### config.mk
export PLATFORM = sky130hd
export DESIGN_NAME = fwd_ctrl_unit
export DESIGN_NICKNAME = d
export VERILOG_FILES = /design/src/rtl/fwd_pkg.sv /design/src/rtl/fwd_tag_stage.sv /design/src/rtl/fwd_ctrl_unit.sv
export SDC_FILE = /design/constraint.sdc
export NUM_CORES = 1
export LEC_CHECK = 0
export BUFFER_PORTS_ARGS = -buffer_cell sky130_fd_sc_hd__buf_2
export CAP_MARGIN = 5
export CORE_ASPECT_RATIO = 1.2
export CORE_MARGIN = 2
export CORE_UTILIZATION = 50
export CTS_CLUSTER_DIAMETER = 60
export DETAILED_ROUTE_END_ITERATION = 10
export HOLD_SLACK_MARGIN = 0.05
export PLACE_DENSITY = 0.83
export SLEW_MARGIN = 30
export SYNTH_ARGS = -nofsm -noshare
export SYNTH_HDL_FRONTEND = slang
export SYNTH_HIERARCHICAL = 1
export SYNTH_SLANG_ARGS = --single-unit
### constraint.sdc
create_clock -name clk_i -period 3.4 [get_ports clk_i]
set_input_delay 0.34 -clock clk_i [delete_from_list [all_inputs] [get_ports clk_i]]
set_output_delay 0.34 -clock clk_i [all_outputs]
set_load 0.01 [all_outputs]
### src/rtl/fwd_pkg.sv
// Shared definitions for the EX-stage forwarding control: mux select codes,
// tag flag layout and the forwarding priority helper.
package fwd_pkg;

  localparam logic [1:0] FWD_REG = 2'b00;
  localparam logic [1:0] FWD_WB  = 2'b01;
  localparam logic [1:0] FWD_MEM = 2'b10;
  localparam logic [1:0] FWD_RSV = 2'b11;

  // Tag payload layout, low bits first: {.., rd, memread, regwrite}
  localparam int TAG_FLAGS_W = 2;
  localparam int FLAG_RW     = 0;
  localparam int FLAG_MR     = 1;

  // MEM beats WB; an empty EX slot never forwards.
  function automatic logic [1:0] fwd_pick(input logic ex_valid,
                                          input logic mem_hit,
                                          input logic wb_hit);
    if (!ex_valid)    return FWD_REG;
    else if (mem_hit) return FWD_MEM;
    else if (wb_hit)  return FWD_WB;
    else              return FWD_REG;
  endfunction

endpackage

### src/rtl/fwd_tag_stage.sv
// One pipeline tag register: loads the incoming tag or captures a bubble.
// Reset and bubble both clear valid, flags and register indices.
module fwd_tag_stage #(
  parameter int W = 8
) (
  input  logic         clk_i,
  input  logic         rst_i,
  input  logic         load_i,
  input  logic         d_valid_i,
  input  logic [W-1:0] d_data_i,
  output logic         q_valid_o,
  output logic [W-1:0] q_data_o
);

  logic         r_valid;
  logic [W-1:0] r_data;

  always_ff @(posedge clk_i) begin
    if (rst_i) begin
      r_valid <= 1'b0;
      r_data  <= '0;
    end else if (load_i) begin
      r_valid <= d_valid_i;
      r_data  <= d_data_i;
    end else begin
      r_valid <= 1'b0;
      r_data  <= '0;
    end
  end

  assign q_valid_o = r_valid;
  assign q_data_o  = r_data;

endmodule

### src/rtl/fwd_ctrl_unit.sv
// EX-stage operand forwarding control: tracks EX/MEM/WB tags, drives the
// operand mux selects and raises a one-cycle load-use stall.
module fwd_ctrl_unit
  import fwd_pkg::*;
#(
  parameter int REG_AW = 5,
  parameter int CNT_W  = 16
) (
  input  logic              clk_i,
  input  logic              rst_i,
  input  logic              id_valid_i,
  input  logic [REG_AW-1:0] id_rs1_i,
  input  logic [REG_AW-1:0] id_rs2_i,
  input  logic [REG_AW-1:0] id_rd_i,
  input  logic              id_regwrite_i,
  input  logic              id_memread_i,
  input  logic              flush_i,
  output logic [1:0]        fwd_a_o,
  output logic [1:0]        fwd_b_o,
  output logic              stall_o,
  output logic [CNT_W-1:0]  stall_cnt_o
);

  // EX keeps sources too; MEM/WB keep only {rd, regwrite} since load-use
  // detection looks at EX alone and nothing downstream needs memread.
  localparam int EXW = 3*REG_AW + TAG_FLAGS_W;
  localparam int PW  = REG_AW + 1;
  localparam logic [CNT_W-1:0] CNT_MAX = '1;

  logic              w_ex_load, w_stall, w_hazard;
  logic [EXW-1:0]    w_id_data, w_ex_data;
  logic [PW-1:0]     w_mem_in, w_mem_data, w_wb_data;
  logic              w_ex_valid, w_mem_valid, w_wb_valid;
  logic [REG_AW-1:0] w_ex_rd, w_ex_rs1, w_ex_rs2, w_mem_rd, w_wb_rd;
  logic              w_ex_mr, w_ex_rw, w_mem_rw, w_wb_rw;
  logic              w_mem_ok, w_wb_ok;
  logic [CNT_W-1:0]  r_stall_cnt;

  assign w_id_data = {id_rs2_i, id_rs1_i, id_rd_i, id_memread_i, id_regwrite_i};
  assign w_ex_load = id_valid_i && !w_stall && !flush_i;

  fwd_tag_stage #(.W(EXW)) u_ex (
    .clk_i     (clk_i),
    .rst_i     (rst_i),
    .load_i    (w_ex_load),
    .d_valid_i (id_valid_i),
    .d_data_i  (w_id_data),
    .q_valid_o (w_ex_valid),
    .q_data_o  (w_ex_data)
  );

  assign w_ex_rw  = w_ex_data[FLAG_RW];
  assign w_ex_mr  = w_ex_data[FLAG_MR];
  assign w_ex_rd  = w_ex_data[TAG_FLAGS_W +: REG_AW];
  assign w_ex_rs1 = w_ex_data[TAG_FLAGS_W + REG_AW +: REG_AW];
  assign w_ex_rs2 = w_ex_data[TAG_FLAGS_W + 2*REG_AW +: REG_AW];
  assign w_mem_in = {w_ex_rd, w_ex_rw};

  fwd_tag_stage #(.W(PW)) u_mem (
    .clk_i     (clk_i),
    .rst_i     (rst_i),
    .load_i    (1'b1),
    .d_valid_i (w_ex_valid),
    .d_data_i  (w_mem_in),
    .q_valid_o (w_mem_valid),
    .q_data_o  (w_mem_data)
  );

  fwd_tag_stage #(.W(PW)) u_wb (
    .clk_i     (clk_i),
    .rst_i     (rst_i),
    .load_i    (1'b1),
    .d_valid_i (w_mem_valid),
    .d_data_i  (w_mem_data),
    .q_valid_o (w_wb_valid),
    .q_data_o  (w_wb_data)
  );

  assign w_mem_rw = w_mem_data[0];
  assign w_mem_rd = w_mem_data[PW-1:1];
  assign w_wb_rw  = w_wb_data[0];
  assign w_wb_rd  = w_wb_data[PW-1:1];

  // x0 is hardwired, so a producer targeting it never forwards.
  assign w_mem_ok = w_mem_valid && w_mem_rw && (w_mem_rd != '0);
  assign w_wb_ok  = w_wb_valid  && w_wb_rw  && (w_wb_rd  != '0);

  assign fwd_a_o = fwd_pick(w_ex_valid, w_mem_ok && (w_mem_rd == w_ex_rs1),
                            w_wb_ok && (w_wb_rd == w_ex_rs1));
  assign fwd_b_o = fwd_pick(w_ex_valid, w_mem_ok && (w_mem_rd == w_ex_rs2),
                            w_wb_ok && (w_wb_rd == w_ex_rs2));

  assign w_hazard = id_valid_i && w_ex_valid && w_ex_mr && (w_ex_rd != '0) &&
                    ((w_ex_rd == id_rs1_i) || (w_ex_rd == id_rs2_i));
  // Flush wins over a hazard; ID is ignored while in reset.
  assign w_stall  = w_hazard && !flush_i && !rst_i;
  assign stall_o  = w_stall;

  always_ff @(posedge clk_i) begin
    if (rst_i)
      r_stall_cnt <= '0;
    else if (w_stall && (r_stall_cnt != CNT_MAX))
      r_stall_cnt <= r_stall_cnt + 1'b1;
  end

  assign stall_cnt_o = r_stall_cnt;

endmodule

-- After elaboration in Yosys (flattened, before gate mapping)
Index checks and enable logic that the tools add are counted.
Widths: inputs -> output; s select.
- bits in registers: 48
- input port bits: 21
- output and inout bits: 21
- word-level logic and storage cells: 47
- add/sub/neg operators: 1
- equality and inequality tests: 7
- multiplexer cells: 6
- bitwise logic cells: 1
- reduce and logical (&&, ||, !) cells: 25
- operators with widths (operator ; number):
    $eq 5x5->1 ; 6
    $logic_and 1x1->1 ; 17
    $add 16x1->16 const B ; 1
    $ne 16x16->1 const B ; 1
    $reduce_bool 5->1 ; 3
    $mux 2 ; 4
    $logic_not 1->1 ; 3
    $mux 1 ; 2
    $reduce_or 2->1 ; 1
    $logic_or 1x1->1 ; 1
    $not 1->1 ; 1

-- Longest topological paths before layout
Gate-level depths: netlist (run 1).
- depth after elaboration: 11
- gate-level depth with buffers: 8
- mapped depth without buffers: 6

-- Cells and area by module
Netlist (run 1), hierarchy kept.
- modules (own cells, without submodules) (module ; times used ; cells an instance ; area an instance (um^2) ; sequential area each (um^2)):
    fwd_ctrl_unit ; 1 ; 158 ; 1330.0 ; 320.3
    fwd_tag_stage at u_ex ; 1 ; 38 ; 550.5 ; 360.3
    fwd_tag_stage at u_mem ... ; 2 ; 14 ; 201.4 ; 140.1

-- Worst setup path before layout (run 1)
No wires, ideal clock.
- path type: reg2reg
- from: register u_ex.r_data[4] (netlist: u_ex/q_data_o[4])
- to: register u_ex.r_data[10] (netlist: u_ex/q_data_o[10])
- library setup time: 0.060 ns
- arrival: 1.921 ns
- required time: 3.340 ns
- path slack: 1.419 ns
- stages on the path, launching flop included: 9
- path buffers: 2
- period minus slack after synthesis: 1.981 ns
- path through: dfxtp_1 -> xor2_1 -> nor3_1 -> a22oi_1 -> buf_2 -> nor2b_1 -> nor3b_1 -> buf_6 -> and3b_1
- cells in the longest elaborated chain, start to end: 10
- elaborated cells on any way between the ends: 13
- classes of those cells: eq/ne (2); bitwise (1); reduce/logical (10)
- RTL lines (what ; RTL line ; text):
    from (decl) ; fwd_tag_stage.sv:16 ; logic [W-1:0] r_data;
    from (signal assigned) ; fwd_tag_stage.sv:24 ; r_data <= d_data_i;
    $eq 5x5->1 or $reduce_bool 5->1 (tied branches) ; fwd_ctrl_unit.sv:94, fwd_ctrl_unit.sv:93 ;
    $logic_or 1x1->1 or $logic_and 1x1->1 (tied branches) ; fwd_ctrl_unit.sv:94, fwd_ctrl_unit.sv:93 ;
    $logic_and 1x1->1 * ; fwd_ctrl_unit.sv:93 ; assign w_hazard = id_valid_i && w_ex_valid && w_ex_mr && (w_ex_rd != '0) &&
    $logic_and 1x1->1 * (2 in series) ; fwd_ctrl_unit.sv:96 ; assign w_stall = w_hazard && !flush_i && !rst_i;
    net stall_o ; fwd_ctrl_unit.sv:20 ; output logic stall_o,
    $logic_not 1->1 * ; fwd_ctrl_unit.sv:40 ; assign w_ex_load = id_valid_i && !w_stall && !flush_i;
    $logic_and 1x1->1 * (2 in series) ; fwd_ctrl_unit.sv:40 ;
    net w_ex_load ; fwd_ctrl_unit.sv:30 ; logic w_ex_load, w_stall, w_hazard;
    $not 1->1 (no line) * ; - ;
    $reduce_or 2->1 (no line) * ; - ;
Mark *: on every way through the listed nets, which the timed path passes. The rest lies on a longest branch.
A chain may end at the register's enable or synchronous reset.

-- Worst setup path in the final report (run 1)
- from: register u_wb.r_data[4] (netlist: u_wb/q_data_o[4])
- to: output port fwd_b_o[0]
- cells in the longest elaborated chain, start to end: 6
- elaborated cells on any way between the ends: 7
- classes of those cells: eq/ne (1); mux (3); reduce/logical (3)
- RTL lines (what ; RTL line ; text):
    from (decl) ; fwd_tag_stage.sv:16 ;
    from (signal assigned) ; fwd_tag_stage.sv:24 ;
    $reduce_bool 5->1 ; fwd_ctrl_unit.sv:86 ; assign w_wb_ok = w_wb_valid && w_wb_rw && (w_wb_rd != '0);
    $logic_and 1x1->1 ; fwd_ctrl_unit.sv:86 ;
    $logic_and 1x1->1 * ; fwd_ctrl_unit.sv:91 ; w_wb_ok && (w_wb_rd == w_ex_rs2));
    $mux 1 * ; fwd_pkg.sv:21 ; else if (wb_hit) return FWD_WB;
    $mux 2 * ; fwd_pkg.sv:20 ; else if (mem_hit) return FWD_MEM;
    $mux 2 * ; fwd_pkg.sv:19 ; if (!ex_valid) return FWD_REG;
    to (decl) ; fwd_ctrl_unit.sv:19 ; output logic [1:0] fwd_b_o,
Every way passes the cells marked *; elsewhere a longest branch is shown, timed or not.

==> impl_results.md, run 1 <==
* Placement Rows at 26
* Sink Count at 48
* First drt pass iteration count at 4
* Vias in the first global route at 1637
* Clock root buffer: clkbuf_8
* Fmax at 443 MHz
* Design Area, Final at 0.00267 mm^2
* CTS max path bufs at 2
* Global route total overflow at 0
* Post-synth EDFFs at 0
* Top cell type's share of synthesized area at 0.421
* Primary FF master, synth: dfxtp_1
* # IOs at 42
* Buf/Inv on CP at 1
* Post-CTS Hold Buffers at 0
* DR vias/cell at 5.44
* Critical Path RT at 3.06 ns
* Critical R2R Capture: stall_cnt_o[6]
* Routed Antenna Nets at 0
* Most numerous cell in the Yosys netlist: dfxtp_1
* WL met1 at 1910 um
* Multi-input logic area at 0.00128 mm^2
* Placer Congestion at 0.814
* Slew of the pin with the lowest slew margin at 0.739 ns
* Post-synthesis sequential area ratio at 0.421
* Syn. warnings at 6
* Hold path cells at 2
* Post-route DRC at 0
* P_sw at 0.225 mW
* Starting DRT DRC Count at 59
* Chip width at 65.7 um
* Post-CTS setup buffers at 0
* Port Buf Inserts at 41
* Initial Utilization at 0.528
* Final Hold Fails at 0
* Register Area at 961 um^2
* Pre-CTS setup slack at 1.13 ns
* Final Cycle Share at 0.663
* Netlist cell types at 42
* Finished Layout Cells at 335
* Sequential power share at 0.541
* Routed wire length at 4600 um
* Reg2Reg Depth at 6
* H-tree Lvls at 2
* Worst hold-check path type: in -> reg
* Static leakage at 1.25 nW
* Max_cap viols at 0
* Max VDD drop at 0.304 mV
* WL met3 at 175 um
* Critical R2R Launch: stall_cnt_o[0]
* Asr flop ratio synth at 0
* Skew-Pair Late Insertion Delay at 0.30 ns
* Total Die Area at 0.00513 mm^2
* Clock skew at 0.00477 ns
* Final setup TNS at 0 ns
* CP peak stage delay at 0.54 ns
* Mean Syn Cell Area at 10.2 um^2
* Core area at 0.00433 mm^2
* Metal2 WL at 2460 um
* Placed Cells at 327
* Crit path from: u_wb/q_data_o[4]
* Share of cells above drive strength 1 at 0.251
* Hold Crit Start: id_rd_i[3]
* Top cell family by delay on the critical path: simple AND/OR/NAND/NOR gates
* Top cells by area, synth: dfxtp_1, and3b_1, xor2_1
* Switching Share at 0.212
* Post-DP HPWL at 3310 um
* Fillers at 382
* Die extent in y at 78.0 um
* Total CTS buffers at 5
* Nets@finish at 300
* Power Internal at 0.837 mW
* Power Dens Cells at 398 mW/mm^2
* Critical path's slowest cell: or4_1
* Initial antenna violation count at 0
* CP Launch Type: flip-flop
* Aggregate global-route resource usage at 0.190
* Via count at 1823
* Total Power at 1.06 mW
* Post-CTS Resized at 0
* Syn Inst Count at 224
* TritonCTS clock tree: done
* Area delta synth->final at 16.9%
* First-pass GRT wire length at 7640 um
* Largest net degree at the start of global routing at 53
* Reg clk slew, reported paths at 0.09 ns
* Worst setup margin at 1.15 ns
* Status: complete, no violations
* Flops & latches, synth at 48
* Final Max Slew Viols at 0
* Max-slew headroom at 0.507
* Placement Cell Area at 0.00255 mm^2
* Top cells by count, synth: dfxtp_1, and3b_1, xor2_1, a21oi_1, or4_1
* Critical Path Fanout Max at 3
* Critical Path End Type: output pin
* Combinational share of power at 0.057
* CP Data Arrival Time at 1.91 ns
* Fin crit period at 2.25 ns
* R2r setup slk at 1.20 ns
* Hold endpoint: u_ex/q_data_o[5]
* Antenna Cells at 0
* Kind of critical path: reg -> out
* Most frequent cell on the critical path: or4_1
* RSZ-0062 raised after global routing: false
* Final setup fails at 0
* Clock network power share at 0.402
* Highest metal used: met4
* Post-synth top area cell: dfxtp_1
* Crit-path cells: or4_1 -> o2111ai_1 -> or4_1 -> nor4_1 -> buf_2
* Synthesized cell area at 0.00228 mm^2
* Wire per inst at 13.7 um
[registers in the layout, indices dropped and copies added (netlist names)]
signal,flops
u_ex/q_valid_o,1
stall_cnt_o,16
u_ex/q_data_o,17
u_mem/q_data_o,6
u_wb/q_data_o,6
u_wb/q_valid_o,1
u_mem/q_valid_o,1
[cell type report]
| cell class | count | area share |
|---|---|---|
| repair buffers | 43 | 0.0825 |
| multi-input cells | 176 | 0.480 |
| inverters | 4 | 0.00562 |
| flip-flops and latches | 48 | 0.360 |
| well taps | 56 | 0.0262 |
| clock buffers | 6 | 0.0309 |
| clock inverters | 2 | 0.0145 |
[worst max-delay path by stage]
stage	slack (ns)	end	cells after the start
5_1_grt	1.03	stall_cnt_o[6]	5
4_1_cts	1.13	fwd_b_o[0]	5
6_report	1.15	fwd_b_o[0]	5
3_3_place_gp	1.17	stall_cnt_o[5]	5
2_1_floorplan	1.42	u_ex/q_data_o[10]	8
3_5_place_dp	1.13	stall_cnt_o[7]	5
[per-stage QoR]
step	hold slack, ns	utilization
floorplan	0.448	-
detailed placement	0.465	0.589
CTS	0.278	0.617
global placement	0.454	0.589
global route	0.282	0.617
finish	0.282	0.617
[worst reg2reg max path, stage by stage (launching register included)]
cell	delay, ns
dfxtp_1	0.39
ha_1	0.20
nand4_1	0.13
or4_4	0.47
o21ai_4	0.47
nor4_2	0.12
mux2_4	0.31
[placed cells by master, fill, tap and decap left out, types with 6 or more instances in the layout]
cell,count
a21oi_1,12
clkbuf_8,6
or4_1,11
nand2_1,6
nor2_1,9
xnor2_1,8
conb_1,14
nand3_1,7
xor2_1,22
dfxtp_1,48
o31ai_1,8
and3b_1,24
buf_2,41
and3b_2,8
[power groups by stage]
stage	registers (mW)	clock network [mW]	logic, mW
after floorplan	0.587	0	0.0385
after global placement	0.588	0	0.0595
after detailed placement	0.588	0	0.0603
after CTS	0.575	0.437	0.0608
after global routing	0.576	0.455	0.0690
final	0.575	0.427	0.0610
[cells by family after synthesis]
kind of cell / synth area share
buf+inv: 0.0389
simple gates: 0.300
other cells: 0.00164
mux: 0.0132
compound gates: 0.105
xor+xnor: 0.115
flops: 0.421
fa+ha+maj: 0.00548
[per-layer routing]
metal / track usage / vias up
li1: - / 927
met2: 0.345 / 35
met1: 0.219 / 855
met4: 0.0625 / 0
met5: 0 / -
met3: 0.0372 / 6
(Power assumes the default switching activity.)
==> run 2: changes to the inputs <==
CORE_UTILIZATION = 49   (was 50)
PLACE_DENSITY = 0.84   (was 0.83)
clock period = 1.97 ns   (was 3.4 ns; I/O delays follow)
==> impl_results.md, run 2 (synthesis gave the netlist of run 1 again) <==
* Via count at 1976 (+8.4%)
* Initial Utilization at 0.504 (-0.0233)
* Clock root buffer: clkbuf_8
* CP Data Arrival Time at 1.88 ns (-0.03 ns)
* Core area at 0.00453 mm^2 (+4.6%)
* Multi-input logic area at 0.00135 mm^2 (+5.6%)
* CP Launch Type: flip-flop
* First-pass GRT wire length at 8260 um (+8.1%)
* Metal2 WL at 2910 um (+18%)
* Crit-path cells: or4_4 -> o211ai_1 -> buf_4 -> nor4_2 -> nor3_1 -> buf_2
* Max_cap viols at 0 (unchanged)
* Register Area at 978 um^2 (+1.8%)
* TritonCTS clock tree: done
* Highest metal used: met4
* Final Max Slew Viols at 0 (unchanged)
* Largest net degree at the start of global routing at 52 (-1.9%)
* Power Dens Cells at 660 mW/mm^2 (+66%)
* Worst hold-check path type: in -> reg
* Total Die Area at 0.00522 mm^2 (+1.9%)
* Power Internal at 1.54 mW (+83%)
* Clock network power share at 0.423 (+0.021)
* Final setup fails at 4 (+4)
* Clock skew at 0.0102 ns (+0.00541 ns)
* Critical R2R Capture: stall_cnt_o[6]
* Total CTS buffers at 5 (unchanged)
* Pre-CTS setup slack at 0.0217 ns (-1.10 ns)
* Skew-Pair Late Insertion Delay at 0.30 ns (about the same)
* Hold Crit Start: id_rd_i[4]
* DR vias/cell at 5.60 (+2.9%)
* Fillers at 382 (unchanged)
* Final Hold Fails at 0 (unchanged)
* P_sw at 0.393 mW (+74%)
* Die extent in y at 78.8 um (+0.96%)
* Max reg flops at 17 (unchanged)
* RSZ-0062 raised after global routing: true
* Critical path's slowest cell: or4_4
* Placement Rows at 27 (+3.8%)
* Starting DRT DRC Count at 88 (+49%)
* Placer Congestion at 0.821 (+0.86%)
* Critical Path RT at 1.77 ns (-1.29 ns)
* Sequential power share at 0.514 (-0.027)
* Area delta synth->final at 27.9%
* Critical R2R Launch: stall_cnt_o[0]
* H-tree Lvls at 2 (unchanged)
* Switching Share at 0.204 (-0.00848)
* Buf/Inv on CP at 2 (+1)
* Initial antenna violation count at 0 (unchanged)
* Post-CTS Hold Buffers at 0 (unchanged)
* Wire per inst at 15.3 um (+11%)
* Static leakage at 1.37 nW (+9.8%)
* Total Power at 1.93 mW (+81%)
* # IOs at 42 (unchanged)
* Post-route DRC at 0 (unchanged)
* Post-DP HPWL at 3610 um (+9.0%)
* Fin crit period at 2.08 ns
* Combinational share of power at 0.063 (+0.006)
* Max VDD drop at 0.426 mV (+40%)
* Port Buf Inserts at 41 (unchanged)
* Worst setup margin at -0.107 ns (-1.25 ns)
* Vias in the first global route at 1839 (+12%)
* Aggregate global-route resource usage at 0.205 (+0.0144)
* Routed wire length at 5390 um (+17%)
* Final Cycle Share at 1.05
* Nets@finish at 317 (+5.7%)
* CP peak stage delay at 0.54 ns (about the same)
* First drt pass iteration count at 4 (unchanged)
* Share of cells above drive strength 1 at 0.369 (+0.119)
* Final Util at 0.645 (+0.0280)
* Hold endpoint: u_ex/q_data_o[6]
* Routed Antenna Nets at 0 (unchanged)
* Chip width at 66.3 um (+0.95%)
* Kind of critical path: reg -> out
* Commonest non-fill, non-tap cells in the layout: buf_2, dfxtp_1, and3b_1
* Hold path cells at 2 (unchanged)
* R2r setup slk at 0.01 ns (-1.19 ns)
* Critical Path Fanout Max at 2 (-1)
* Top cell family by delay on the critical path: simple AND/OR/NAND/NOR gates
* Antenna Cells at 0 (unchanged)
* Reg clk slew, reported paths at 0.09 ns (about the same)
* Global route total overflow at 0 (unchanged)
* Critical Path End Type: output pin
* Status: finished with violations
* Reg2Reg Depth at 6 (unchanged)
* Failing checks: negative setup slack
* WL met3 at 240 um (+37%)
* Commonest non-fill, non-tap cell in the layout: buf_2
* CTS max path bufs at 2 (unchanged)
* Hold_ws at 0.141 ns (-0.141 ns)
* Sink Count at 48 (unchanged)
* Fmax at 482 MHz
* WL met1 at 2130 um (+12%)
-- run 2: power groups by stage --
| stage | Combinational [mW] | Sequential [mW] | Clock, mW |
|---|---|---|---|
| final | 0.122 | 0.991 | 0.815 |
| after global routing | 0.134 | 0.992 | 0.875 |
| after CTS | 0.113 | 0.991 | 0.830 |
| after detailed placement | 0.112 | 1.02 | 0 |
| after global placement | 0.110 | 1.01 | 0 |
| after floorplan | 0.0667 | 1.01 | 0 |
-- run 2: worst max-delay path by stage --
| stage | start | to | slack, ns | cells past startpoint |
|---|---|---|---|---|
| 6_report | u_mem/q_data_o[2] | fwd_a_o[0] | -0.11 | 6 |
| 5_1_grt | u_mem/q_data_o[2] | fwd_a_o[0] | -0.20 | 6 |
| 4_1_cts | u_mem/q_data_o[2] | fwd_a_o[0] | -0.14 | 5 |
| 3_5_place_dp | u_ex/q_data_o[3] | stall_cnt_o[7] | 0.02 | 6 |
| 3_3_place_gp | u_ex/q_data_o[3] | stall_cnt_o[5] | 0.06 | 6 |
| 2_1_floorplan | stall_cnt_o[0] | stall_cnt_o[11] | 0.03 | 7 |
-- run 2: through the flow --
stage	cells	area (um^2)	setup TNS (ns)
floorplan	237	2340	0
global placement	341	2660	0
detailed placement	341	2660	0
CTS	349	2810	-0.450
global route	353	2920	-1.15
finish	353	2920	-0.291
-- run 2: what timing repair did --
item	4_1_cts	5_1_grt
gates cloned	0	1
resized for setup	5	24
setup endpoints to repair	5	37
buffers inserted	1	3
pin swaps	2	8
-- run 2: cell type report --
class	instances	area share
repair buffers	60	0.127
well taps	58	0.0249
clock buffers	5	0.0236
flip-flops and latches	48	0.335
inverters	4	0.00514
multi-input cells	176	0.464
clock inverters	2	0.0206
-- run 2: layer usage --
layer,GRT usage,up-vias
li1,-,961
met1,0.232,936
met2,0.367,68
met3,0.0453,11
met4,0.0776,0
met5,0,-
==> run 3: changes to the inputs <==
BUFFER_PORTS_ARGS = -buffer_cell sky130_fd_sc_hd__clkbuf_2   (was -buffer_cell sky130_fd_sc_hd__buf_2)
MAX_ROUTING_LAYER = met4   (was unset)
==> impl_results.md, run 3 (synthesis gave the netlist of run 1 again) <==
* Failing checks: negative setup slack
* Critical Path Fanout Max at 2 (unchanged)
* Slew of the pin with the lowest slew margin at 0.492 ns
* P_sw at 0.418 mW (+6.6%)
* Chip width at 66.3 um (unchanged)
* Total Power at 1.88 mW (-2.4%)
* Fillers at 343 (-10%)
* Commonest non-fill, non-tap cell in the layout: clkbuf_2
* TritonCTS clock tree: done
* Final Cycle Share at 1.08 (+0.0281)
* Final setup fails at 4 (unchanged)
* Status: finished with violations
* Initial antenna violation count at 0 (unchanged)
* Clock root buffer: clkbuf_8
* Max VDD drop at 0.430 mV (+0.96%)
* RSZ-0062 raised after global routing: true
* Kind of critical path: reg -> out
* Final Hold Fails at 0 (unchanged)
* Routed wire length at 6110 um (+13%)
* Starting DRT DRC Count at 131 (+49%)
* Largest net degree at the start of global routing at 52 (unchanged)
* Global route total overflow at 0 (unchanged)
* Max reg flops at 17 (unchanged)
* Power Dens Cells at 603 mW/mm^2 (-8.6%)
* CP Data Arrival Time at 1.94 ns (+0.06 ns)
* DR vias/cell at 5.64 (+0.76%)
* Post-DP HPWL at 3640 um (+0.80%)
* First-pass GRT wire length at 8210 um (-0.58%)
* # IOs at 42 (unchanged)
* Max_cap viols at 0 (unchanged)
* Clock network power share at 0.396 (-0.027)
* Critical Path End Type: output pin
* Area delta synth->final at 36.6%
* Fin crit period at 2.13 ns (+0.0553 ns)
* Core area at 0.00453 mm^2 (unchanged)
* Hold_ws at 0.138 ns (-0.00259 ns)
* Placed Cells at 347 (+1.8%)
* Fmax at 469 MHz (-2.6%)
* CP Launch Type: flip-flop
* Finished Layout Cells at 367 (+4.0%)
* Port Buf Inserts at 41 (unchanged)
* Sequential power share at 0.526 (+0.012)
* Antenna Cells at 0 (unchanged)
* Vias in the first global route at 1795 (-2.4%)
* Routed Antenna Nets at 0 (unchanged)
* Critical Path RT at 1.77 ns (about the same)
* Worst hold-check path type: in -> reg
* Skew-Pair Late Insertion Delay at 0.30 ns (about the same)
* Aggregate global-route resource usage at 0.209 (+0.00404)
* Worst setup margin at -0.162 ns (-0.0553 ns)
* H-tree Lvls at 2 (unchanged)
* Combinational share of power at 0.078 (+0.015)
* Die extent in y at 78.8 um (unchanged)
* Placer Congestion at 0.860 (+4.7%)
* Clock skew at 0.00528 ns (-0.00490 ns)
* Total Die Area at 0.00522 mm^2 (unchanged)
* Power Internal at 1.46 mW (-4.7%)
* Static leakage at 1.45 nW (+5.7%)
* Initial Utilization at 0.504 (unchanged)
* Sink Count at 48 (unchanged)
* Placement Rows at 27 (unchanged)
* Reg clk slew, reported paths at 0.09 ns (about the same)
* Post-route DRC at 0 (unchanged)
* Final Max Slew Viols at 0 (unchanged)
* Switching Share at 0.222 (+0.0187)
* Nets@finish at 330 (+4.1%)
* Commonest non-fill, non-tap cells in the layout: clkbuf_2, dfxtp_1, buf_4, and3b_1, xor2_1
* Via count at 2070 (+4.8%)
* CTS max path bufs at 2 (unchanged)
* First drt pass iteration count at 4 (unchanged)
* Wire per inst at 16.6 um (+8.9%)
* Total CTS buffers at 5 (unchanged)
* Share of cells above drive strength 1 at 0.437 (+0.0674)
* Max-slew headroom at 0.668
[run 3: cell types whose count changed in the layout (fill, tap and decap cells not counted), moves of 3 or more]
cell / change
buf_2: -39
clkbuf_2: +39
buf_4: +9
a21oi_1: -4
a21oi_2: +4
dfxtp_1: -4
or4_1: -3
or4_4: +3
xor2_1: -3
xor2_2: +3
[run 3: critical path, cell delays in order (launching register included)]
cell and delay (ns):
dfxtp_2 0.33, or4_4 0.53, o211ai_1 0.28, buf_4 0.17
nor4_2 0.03, nor3_1 0.14, buf_2 0.16
[run 3: power groups by stage]
| stage | clock (mW) | sequential (mW) | combinational [mW] |
|---|---|---|---|
| final | 0.746 | 0.991 | 0.146 |
| after floorplan | 0 | 1.01 | 0.0667 |
| after global routing | 0.793 | 0.992 | 0.158 |
| after CTS | 0.748 | 0.991 | 0.118 |
| after detailed placement | 0 | 1.02 | 0.112 |
| after global placement | 0 | 1.01 | 0.110 |
[run 3: area by class of cell]
type | count | area [um^2] | share of cell area
multi-input cells | 177 | 1420 | 0.456
inverters | 4 | 15.0 | 0.00481
clock inverters | 2 | 38.8 | 0.0124
repair buffers | 72 | 500 | 0.160
flip-flops and latches | 48 | 988 | 0.317
well taps | 58 | 72.6 | 0.0233
clock buffers | 6 | 82.6 | 0.0265
[run 3: path summary, 6_finish.rpt]
path                            cells past startpoint              start  slack (ns)                 to
worst max-delay path                                6  u_mem/q_data_o[2]       -0.16         fwd_a_o[0]
worst min-delay path                                2         id_rd_i[3]        0.14   u_ex/q_data_o[5]
worst max register to register                      6     stall_cnt_o[0]        0.01    stall_cnt_o[11]
worst min register to register                      1   u_ex/q_data_o[0]        0.48  u_mem/q_data_o[0]
[run 3: through the flow]
stage | setup WS [ns] | instance area, um^2 | TNS [ns] | util
floorplan | 0.0251 | 2340 | 0 | -
global placement | 0.0637 | 2700 | 0 | 0.597
detailed placement | -0.00322 | 2700 | -0.00322 | 0.597
CTS | -0.182 | 2880 | -0.561 | 0.635
global route | -0.260 | 3120 | -1.25 | 0.689
finish | -0.162 | 3120 | -0.502 | 0.689
[run 3: timing repair]
item,in CTS,in global routing
gates cloned,0,3
pin swaps,3,17
hold buffers,0,0
buffers inserted,3,6
resized for setup,9,40
setup endpoints to repair,8,26
[run 3: metal layers]
| metal | track usage | wire length, um | up-vias | share of wire |
|---|---|---|---|---|
| li1 | - | - | 981 | - |
| met1 | 0.236 | 2320 | 994 | 0.38 |
| met2 | 0.362 | 3320 | 81 | 0.54 |
| met3 | 0.0496 | 314 | 14 | 0.051 |
| met4 | 0.0633 | 156 | 0 | 0.026 |
| met5 | - | 0 | - | 0 |
